[config.mk]
export PLATFORM = sky130hd
export DESIGN_NAME = decode_queue_flat
export DESIGN_NICKNAME = d
export VERILOG_FILES = /design/src/rtl/decode_queue_if.sv /design/src/rtl/decode_queue.sv /design/src/flat_wrapper.sv
export SDC_FILE = /design/constraint.sdc
export NUM_CORES = 2
export LEC_CHECK = 0
export ABC_CLOCK_PERIOD_IN_PS = 12400
export CORE_MARGIN = 2
export CORE_UTILIZATION = 50
export DETAILED_ROUTE_END_ITERATION = 12
export GPL_ROUTABILITY_DRIVEN = 0
export PLACE_DENSITY = 0.7
export SYNTH_ARGS = -nofsm -noshare
export SYNTH_HDL_FRONTEND = slang
export SYNTH_SLANG_ARGS = --single-unit
[constraint.sdc]
create_clock -name clk_i -period 12.4 [get_ports clk_i]
set_clock_uncertainty 0.05 [all_clocks]
set_input_delay 1.24 -clock clk_i [delete_from_list [all_inputs] [get_ports clk_i]]
set_output_delay 1.24 -clock clk_i [all_outputs]
set_load 0.03 [all_outputs]
[src/rtl/decode_queue_if.sv]
// Handshake bundle between fetch (master) and the decode queue (slave).
// Carries the enqueue group, the dequeue request and the occupancy/perf outputs.
interface decode_queue_if #(
    parameter int DEC_WIDTH = 2,
    parameter int DEPTH     = 8,
    parameter int ADDR_W    = 32
);
    localparam int BUNDLE_W = ADDR_W + 77;
    localparam int CNT_W    = $clog2(DEPTH + 1);
    localparam int DQ_W     = $clog2(DEC_WIDTH + 1);

    logic                          kill_i;
    logic [DEC_WIDTH-1:0]          in_valid_i;
    logic [DEC_WIDTH*32-1:0]       in_inst_i;
    logic [DEC_WIDTH*ADDR_W-1:0]   in_pc_i;
    logic                          in_ready_o;
    logic [DEC_WIDTH-1:0]          out_valid_o;
    logic [DEC_WIDTH*BUNDLE_W-1:0] out_bundle_o;
    logic [DQ_W-1:0]               deq_cnt_i;
    logic [CNT_W-1:0]              count_o;
    logic [31:0]                   stall_cycles_o;
    logic [31:0]                   empty_cycles_o;

    modport slave (
        input  kill_i, in_valid_i, in_inst_i, in_pc_i, deq_cnt_i,
        output in_ready_o, out_valid_o, out_bundle_o, count_o,
        stall_cycles_o, empty_cycles_o
    );

    modport master (
        output kill_i, in_valid_i, in_inst_i, in_pc_i, deq_cnt_i,
        input  in_ready_o, out_valid_o, out_bundle_o, count_o,
        stall_cycles_o, empty_cycles_o
    );
endinterface

[src/rtl/decode_queue.sv]
// Multi-lane RISC-V decode followed by a circular bundle queue with group enqueue/dequeue.
// Optional perf counters are enabled by defining DECODE_QUEUE_PERF_EN.
module decode_queue #(
    parameter int DEC_WIDTH = 2,
    parameter int DEPTH     = 8,
    parameter int ADDR_W    = 32
) (
    input logic           clk_i,
    input logic           reset_i,
    decode_queue_if.slave q
);
    localparam int BUNDLE_W = ADDR_W + 77;
    localparam int PTR_W    = $clog2(DEPTH);
    localparam int CNT_W    = $clog2(DEPTH + 1);

    localparam logic [6:0] OPC_LUI = 7'b0110111, OPC_AUIPC = 7'b0010111, OPC_JAL = 7'b1101111;
    localparam logic [6:0] OPC_JALR = 7'b1100111, OPC_BRANCH = 7'b1100011, OPC_LOAD = 7'b0000011;
    localparam logic [6:0] OPC_STORE = 7'b0100011, OPC_OP_IMM = 7'b0010011, OPC_OP = 7'b0110011;
    localparam logic [6:0] OPC_MISC_MEM = 7'b0001111, OPC_SYSTEM = 7'b1110011;
    localparam logic [2:0] IMM_I = 3'd0, IMM_S = 3'd1, IMM_B = 3'd2, IMM_U = 3'd3, IMM_J = 3'd4;
    localparam logic [1:0] SRC_A_RS1 = 2'd0, SRC_A_PC = 2'd1, SRC_A_ZERO = 2'd2;
    localparam logic [1:0] SRC_B_RS2 = 2'd0, SRC_B_IMM = 2'd1, SRC_B_FOUR = 2'd2;
    localparam logic [2:0] RS_ALU = 3'd0, RS_MUL = 3'd1, RS_DIV = 3'd2, RS_LDST = 3'd3, RS_BR = 3'd4;

    logic [BUNDLE_W-1:0] lane_bundle [DEC_WIDTH];
    logic [BUNDLE_W-1:0] mem [DEPTH];
    logic [PTR_W-1:0]    head_reg, tail_reg;
    logic [CNT_W-1:0]    count_reg, count_next;
    logic [CNT_W-1:0]    n_enq, n_deq;
    logic                in_ready, fire, run;

    genvar gi;
    for (gi = 0; gi < DEC_WIDTH; gi++) begin : g_lane
        logic [31:0] inst, imm;
        logic [6:0]  opc;
        logic [2:0]  f3, imm_type, rs_ent;
        logic [1:0]  src_a_sel, src_b_sel, md_op, md_out_sel;
        logic [3:0]  alu_op;
        logic        is_m, wr_reg, uses_rs1, uses_rs2, illegal, md_s1, md_s2;

        assign inst = q.in_inst_i[32*gi +: 32];
        assign opc  = inst[6:0];
        assign f3   = inst[14:12];
        assign is_m = (opc == OPC_OP) && (inst[31:25] == 7'b0000001);

        always_comb begin
            imm_type  = IMM_I;
            src_a_sel = SRC_A_RS1;
            src_b_sel = SRC_B_IMM;
            wr_reg    = 1'b0;
            uses_rs1  = 1'b0;
            uses_rs2  = 1'b0;
            illegal   = 1'b0;
            alu_op    = 4'd0;
            rs_ent    = RS_ALU;
            case (opc)
                OPC_LUI:    begin imm_type = IMM_U; src_a_sel = SRC_A_ZERO; wr_reg = 1'b1; end
                OPC_AUIPC:  begin imm_type = IMM_U; src_a_sel = SRC_A_PC; wr_reg = 1'b1; end
                OPC_JAL:    begin imm_type = IMM_J; src_a_sel = SRC_A_PC; src_b_sel = SRC_B_FOUR;
                                  wr_reg = 1'b1; rs_ent = RS_BR; end
                OPC_JALR:   begin src_a_sel = SRC_A_PC; src_b_sel = SRC_B_FOUR; wr_reg = 1'b1;
                                  uses_rs1 = 1'b1; rs_ent = RS_BR; end
                OPC_BRANCH: begin imm_type = IMM_B; src_b_sel = SRC_B_RS2; uses_rs1 = 1'b1;
                                  uses_rs2 = 1'b1; alu_op = {1'b1, f3}; rs_ent = RS_BR; end
                OPC_LOAD:   begin wr_reg = 1'b1; uses_rs1 = 1'b1; rs_ent = RS_LDST; end
                OPC_STORE:  begin imm_type = IMM_S; uses_rs1 = 1'b1; uses_rs2 = 1'b1; rs_ent = RS_LDST; end
                OPC_OP_IMM: begin wr_reg = 1'b1; uses_rs1 = 1'b1; alu_op = {(f3 == 3'b101) & inst[30], f3}; end
                OPC_OP:     begin wr_reg = 1'b1; uses_rs1 = 1'b1; uses_rs2 = 1'b1; src_b_sel = SRC_B_RS2;
                                  alu_op = {inst[30], f3};
                                  if (is_m) rs_ent = f3[2] ? RS_DIV : RS_MUL; end
                OPC_MISC_MEM, OPC_SYSTEM: ;
                default:    illegal = 1'b1;
            endcase
        end

        // Immediate decoder: reassembles the scattered immediate bits by format.
        always_comb begin
            case (imm_type)
                IMM_S:   imm = {{20{inst[31]}}, inst[31:25], inst[11:7]};
                IMM_B:   imm = {{19{inst[31]}}, inst[31], inst[7], inst[30:25], inst[11:8], 1'b0};
                IMM_U:   imm = {inst[31:12], 12'b0};
                IMM_J:   imm = {{11{inst[31]}}, inst[31], inst[19:12], inst[20], inst[30:21], 1'b0};
                default: imm = {{20{inst[31]}}, inst[31:20]};
            endcase
        end

        // M-extension request: op 0=mul 1=div 2=rem; out_sel 1 selects the high product half.
        always_comb begin
            md_op      = 2'd0;
            md_s1      = 1'b0;
            md_s2      = 1'b0;
            md_out_sel = 2'd0;
            if (is_m) begin
                md_op      = f3[2] ? (f3[1] ? 2'd2 : 2'd1) : 2'd0;
                md_s1      = (f3 != 3'b011) && (f3 != 3'b101) && (f3 != 3'b111);
                md_s2      = (f3 == 3'b000) || (f3 == 3'b001) || (f3 == 3'b100) || (f3 == 3'b110);
                md_out_sel = (!f3[2] && (f3 != 3'b000)) ? 2'd1 : 2'd0;
            end
        end

        assign lane_bundle[gi] = {q.in_pc_i[ADDR_W*gi +: ADDR_W], imm_type, imm,
                                  inst[19:15], inst[24:20], inst[11:7], src_a_sel, src_b_sel,
                                  wr_reg, uses_rs1, uses_rs2, illegal, alu_op, rs_ent,
                                  {1'b0, f3[1:0]}, f3, md_op, md_s1, md_s2, md_out_sel};

        assign q.out_bundle_o[BUNDLE_W*gi +: BUNDLE_W] = mem[head_reg + PTR_W'(gi)];
        assign q.out_valid_o[gi] = count_reg > CNT_W'(gi);
    end

    // Only the contiguous run of valid lanes starting at lane 0 is enqueued.
    always_comb begin
        n_enq = '0;
        run   = 1'b1;
        for (int k = 0; k < DEC_WIDTH; k++) begin
            run = run & q.in_valid_i[k];
            if (run) n_enq = n_enq + CNT_W'(1);
        end
    end

    always_comb begin
        n_deq = CNT_W'(q.deq_cnt_i);
        if (count_reg < n_deq) n_deq = count_reg;
        if (n_deq > CNT_W'(DEC_WIDTH)) n_deq = CNT_W'(DEC_WIDTH);
    end

    assign in_ready   = count_reg <= CNT_W'(DEPTH - DEC_WIDTH);
    assign fire       = in_ready && (n_enq != '0);
    assign count_next = count_reg + (fire ? n_enq : '0) - n_deq;

    always_ff @(posedge clk_i or negedge reset_i) begin
        if (!reset_i) begin
            head_reg  <= '0;
            tail_reg  <= '0;
            count_reg <= '0;
        end else if (q.kill_i) begin
            head_reg  <= '0;
            tail_reg  <= '0;
            count_reg <= '0;
        end else begin
            if (fire) tail_reg <= tail_reg + PTR_W'(n_enq);
            head_reg  <= head_reg + PTR_W'(n_deq);
            count_reg <= count_next;
        end
    end

    always_ff @(posedge clk_i) begin
        if (fire && !q.kill_i) begin
            for (int k = 0; k < DEC_WIDTH; k++) begin
                if (CNT_W'(k) < n_enq) mem[tail_reg + PTR_W'(k)] <= lane_bundle[k];
            end
        end
    end

    assign q.in_ready_o = in_ready;
    assign q.count_o    = count_reg;

`ifdef DECODE_QUEUE_PERF_EN
    logic [31:0] stall_reg, empty_reg;

    // Counters survive kill so flush-heavy phases still show up in the totals.
    always_ff @(posedge clk_i or negedge reset_i) begin
        if (!reset_i) begin
            stall_reg <= '0;
            empty_reg <= '0;
        end else begin
            if (q.in_valid_i[0] && !in_ready && !q.kill_i) stall_reg <= stall_reg + 32'd1;
            if (count_reg == '0) empty_reg <= empty_reg + 32'd1;
        end
    end

    assign q.stall_cycles_o = stall_reg;
    assign q.empty_cycles_o = empty_reg;
`else
    assign q.stall_cycles_o = '0;
    assign q.empty_cycles_o = '0;
`endif
endmodule

[src/flat_wrapper.sv]
// flat-port wrapper written by rule: the top's interface ports become plain ports
module decode_queue_flat 
#(
    parameter int DEC_WIDTH = 2,
    parameter int DEPTH     = 8,
    parameter int ADDR_W    = 32
)
  (clk_i, reset_i, q_kill_i, q_in_valid_i, q_in_inst_i, q_in_pc_i, q_deq_cnt_i, q_in_ready_o, q_out_valid_o, q_out_bundle_o, q_count_o, q_stall_cycles_o, q_empty_cycles_o);
  decode_queue_if #(.DEC_WIDTH(DEC_WIDTH), .DEPTH(DEPTH), .ADDR_W(ADDR_W)) q_i ();
  input logic clk_i;
  input logic reset_i;
  input wire logic [$bits(q_i.kill_i)-1:0] q_kill_i;
  input wire logic [$bits(q_i.in_valid_i)-1:0] q_in_valid_i;
  input wire logic [$bits(q_i.in_inst_i)-1:0] q_in_inst_i;
  input wire logic [$bits(q_i.in_pc_i)-1:0] q_in_pc_i;
  input wire logic [$bits(q_i.deq_cnt_i)-1:0] q_deq_cnt_i;
  output wire logic [$bits(q_i.in_ready_o)-1:0] q_in_ready_o;
  output wire logic [$bits(q_i.out_valid_o)-1:0] q_out_valid_o;
  output wire logic [$bits(q_i.out_bundle_o)-1:0] q_out_bundle_o;
  output wire logic [$bits(q_i.count_o)-1:0] q_count_o;
  output wire logic [$bits(q_i.stall_cycles_o)-1:0] q_stall_cycles_o;
  output wire logic [$bits(q_i.empty_cycles_o)-1:0] q_empty_cycles_o;
  assign q_i.kill_i = q_kill_i;
  assign q_i.in_valid_i = q_in_valid_i;
  assign q_i.in_inst_i = q_in_inst_i;
  assign q_i.in_pc_i = q_in_pc_i;
  assign q_i.deq_cnt_i = q_deq_cnt_i;
  assign q_in_ready_o = q_i.in_ready_o;
  assign q_out_valid_o = q_i.out_valid_o;
  assign q_out_bundle_o = q_i.out_bundle_o;
  assign q_count_o = q_i.count_o;
  assign q_stall_cycles_o = q_i.stall_cycles_o;
  assign q_empty_cycles_o = q_i.empty_cycles_o;
  decode_queue #(.DEC_WIDTH(DEC_WIDTH), .DEPTH(DEPTH), .ADDR_W(ADDR_W)) u_core (.clk_i(clk_i), .reset_i(reset_i), .q(q_i));
endmodule
Yosys cells after proc, flatten, opt, wreduce, memory -nomap -nowiden:

Memories as Yosys holds them, arrays and structs flattened.
Cells that the tools add are included.

* bitwise operators: 3
* $add $sub $neg: 7
* $lt $le $gt $ge: 7
* reductions and logical operators: 45
* equality and inequality tests: 46
* multiplexer cells: 53

Operator list (count)
* case mux 31 bit (4 select lines): 2
* equality test 7 bit (second input constant): 8
* equality test 7 x 6 -> 1 bit (second input constant): 6
* equality test 7 x 5 -> 1 bit (second input constant): 4
* equality test 3 bit (second input constant): 8
* case mux 3 bit (4 select lines): 2
* case mux 4 bit (3 select lines): 2
* OR reduction 11 bit: 2
* two-way mux 1 bit: 21
* two-way mux 2 bit: 10
* two-way mux 4 bit: 5
* case mux 3 bit (3 select lines): 2
* OR reduction 3 bit: 6
* case mux 2 bit (2 select lines): 4
* OR reduction 2 bit: 8
* two-way mux 3 bit: 5
* equality test 7 x 1 -> 1 bit (second input constant): 2
* equality test 7 x 2 -> 1 bit (second input constant): 2
* equality test 7 x 4 -> 1 bit (second input constant): 2
* OR reduction 7 bit: 2
* equality test 3 x 1 -> 1 bit (second input constant): 4
* equality test 3 x 2 -> 1 bit (second input constant): 4
* inequality test 3 bit (second input constant): 4
* OR reduction 6 bit: 2
* other kinds (19): 44

* register bits after elaboration: 10
* output and inout port bits: 289
* RAM bits: 864
* memories: 1
* logic and storage cells: 165
* input port bits: 135

Memories
* u_core.mem: words 8, bits a word 108, rd ports 2, clocked after memory_dff 0, wr ports 2, RTL line decode_queue.sv:26 `logic [BUNDLE_W-1:0] mem [DEPTH];`

Logic depth before layout (Yosys ltp):

* depth in word-level cells: 9
* depth in mapped cells: 13
* mapped depth without buffers: 13

Worst setup path after synthesis:

No wires, ideal clock.

* kind: input port to flip-flop
* start point: input port q_in_valid_i[0]
* end point: memory u_core.mem[0][0] in the netlist's numbering, enable pin
* library setup time: 724 ps
* cell stages on the path: 4
* arrival: 9523 ps
* buffers on the path: 0
* slack: 2103 ps
* data required time: 11626 ps
* cells stage by stage: inv_1 a2111oi_4 nand2b_1 o31ai_1

RTL lines
* from (decl): RTL line flat_wrapper.sv:13 `input wire logic [$bits(q_i.in_valid_i)-1:0] q_in_valid_i;`
* to (decl): RTL line decode_queue.sv:26

Final worst setup path:

* start point: register u_core.head_reg[1]
* end point: output port q_out_bundle_o[75]

* longest elaborated chain between the ends: 1

RTL lines
* from (decl): RTL line decode_queue.sv:27 `logic [PTR_W-1:0] head_reg, tail_reg;`
* from (signal assigned): RTL line decode_queue.sv:141 `head_reg <= head_reg + PTR_W'(n_deq);`
* memory read (8 x 108 bit)
* to (decl): RTL line flat_wrapper.sv:19 `output wire logic [$bits(q_i.out_bundle_o)-1:0] q_out_bundle_o;`

No other way between the ends.

==> results.md <==
- Status: finished clean
- First-pass GRT wire length: 240000 um
- Final Instance Area: 57100 um^2
- Initial antenna violation count: 17
- Pwr dens: 218 nW/um^2
- Ys flop type: edfxtp_1
- Starting Density: 50.4%
- Cell taking the most area after synthesis: edfxtp_1
- Syn avg cell area: 11.6 um^2
- Number of synthesized flops with an enable pin: 840
- Fin crit share: 52.1%
- Setup Total Neg Slack: 0 ns
- Number of max-cap violations: 0
- RSZ-0062 raised after global routing: false
- Critical Path Sink Type: output pin
- Max clock buf depth: 3
- Worst r2r path cells: 8
- WP data arrival: 5.17 ns
- LEAKAGE: 0.0203 uW
- Area growth from synthesis to layout: 13.4%
- Area of the multi-input gates: 22900 um^2
- Via density: 6.38
- Root Buffer: clkbuf_16
- Most flop-heavy register: u_core.mem
- Fmax: 155 MHz
- CP startpoint kind: flip-flop
- Cells on Worst Hold Path: 2
- GRT overflow: 0
- Clk pin slew, worst setup/hold paths: 0.06 ns
- Layout cells sized above 1: 19.8%
- Async S/R FF share, synth: 1.18%
- FF+latch count, synth: 850
- Worst Path Required: 11.11 ns
- Largest net degree at the start of global routing: 157
- Yosys warns: 0
- Hold Crit Class: reg -> reg
- Final Non-Filler Cells: 5790
- # setup viols final: 0
- # IOs: 424
- Unique cell type count in the Yosys netlist: 68
- Yosys top cell area share: 50.1%
- Die Y: 321 um
- Total Die Area: 103000 um^2
- Residual DRC: 0
- Setup Crit Path Kind: reg -> out
- Largest register FFs: 840
- Worst-Skew Late Latency: 0.67 ns
- Pwr Total: 12500 uW
- Worst-path maximum fanout: 45
- Post-route ant nets: 0
- Fin util: 57.1%
- Fillers: 8002
- Core Region: 100000 um^2
- Vias: 36959
- Synth top area cells: edfxtp_1 50%, mux4_2 19%, nand2_1 11%, mux2_2 4.7%, o21ai_0 2.2%
- Post-CTS sizing: 0
- Number of global-route vias before repair: 36469
- Final nets: 4557
- IO buf count: 355
- Post-route minimum period: 6.46 ns
- Synthesized area: 50400 um^2
- TritonCTS Buffers: 96
- Register area share after synthesis: 50.6%
- Post-place instance area: 54100 um^2
- Hold-fix buffers at CTS: 0
- Tot GR Track Use: 31.6%
- FP Rows: 116
- Max-slew headroom: 16.3%
- Slew @ Worst Pin: 1.25 ns
- Die extent in x: 321 um
- H-tree depth: 3
- Synth Instances: 4324
- Commonest non-fill, non-tap cell in the layout: nand2_1
- Max-slew violation count: 0
- Routed WL: 164000 um
- Placed cell count: 5606
- Drt initial violations: 5152
- Most frequent cells in the layout: 1419 x nand2_1, 840 x edfxtp_1, 420 x mux4_2
- Clock Sinks: 850
- Final Hold Viols: 0
- Routed length per instance: 28.4 um
- Peak VDD IR: 0.000326 V
- Clock tree from TritonCTS: built
- Final HPWL DP: 94100 um
- Detailed Routing Iterations Pass 1: 10
- Register area: 25500 um^2
- Post-CTS setup buffer count: 0
[area by class of cell]
class | instances | area share (%)
inverter | 14 | 0.0920
multi-input combinational | 3024 | 40.0
clock inverter | 60 | 0.906
timing repair buffer | 420 | 7.16
antenna | 10 | 0.0438
sequential | 850 | 44.6
clock buffer | 114 | 4.36
tap | 1298 | 2.84
[cells in the mapped netlist (all sizes together) (4+ instances only)]
cell type and number:
nand2 1419, edfxtp 840, mux4 420, buf 322
a21oi 236, o21ai 224, nor2 223, mux2 213
clkbuf 181, mux2i 50, nand3 19, a21o 15
and2 14, inv 14, ha 12, dfrtp 10
nor2b 9, nand2b 8, and3 6, nand4 6
a31oi 5, nand3b 5, nand4b 5, nor3b 5
o221ai 5, xnor2 5, a22oi 4, fa 4
[worst paths after layout]
kind | startpoint | to | slack, ns
max in group asynchronous | reset_i | u_core.head_reg[0] | 11.01
max reg2reg | u_core.q.count_o[3] | u_core.mem[5][79] | 7.33
max | u_core.head_reg[1] | q_out_bundle_o[75] | 5.94
min reg2reg | u_core.tail_reg[2] | u_core.tail_reg[2] | 0.65
min in group asynchronous | reset_i | u_core.q.count_o[3] | 0.88
min | u_core.tail_reg[2] | u_core.tail_reg[2] | 0.65
[worst max-delay path: stages (launching register included)]
cell             delay [ns]
dfrtp_4                1.07
buf_4                  0.80
buf_4                  0.90
mux4_2                 0.61
mux2_2                 0.31
clkdlybuf4s50_1        0.70
[routing by layer]
| metal | wire length [um] | up-vias | GRT usage (%) | part of all wire, % |
|---|---|---|---|---|
| met5 | 64 | - | 0 | 0.039 |
| li1 | - | 15730 | - | - |
| met4 | 6610 | 12 | 13.0 | 4.0 |
| met1 | 58200 | 18359 | 40.9 | 35 |
| met2 | 80700 | 2462 | 52.5 | 49 |
| met3 | 18800 | 396 | 6.09 | 11 |
[report_power, final]
| part | leakage [uW] | total, uW | internal [uW] | switching (uW) |
|---|---|---|---|---|
| Combinational | 0.0109 | 6240 | 2820 | 3420 |
| Clock | 0.00147 | 2790 | 1580 | 1210 |
| Sequential | 0.00787 | 3440 | 3290 | 148 |
[through the flow]
stage	worst slack [ns]	hold WS (ns)
after floorplan	2.10	0.539
after global placement	6.46	0.607
after detailed placement	6.39	0.625
after CTS	5.83	0.641
after global routing	5.60	0.684
final	5.94	0.646
[kinds of logic after synthesis]
| group | synth area share (%) |
|---|---|
| xor+xnor | 0.139 |
| buf+inv | 5.00 |
| fa+ha+maj | 0.457 |
| other cells | 0.00744 |
| flops | 50.6 |
| simple gates | 13.7 |
| mux | 24.5 |
| compound gates | 5.63 |
No activity file was read; power rests on OpenSTA's default activity.
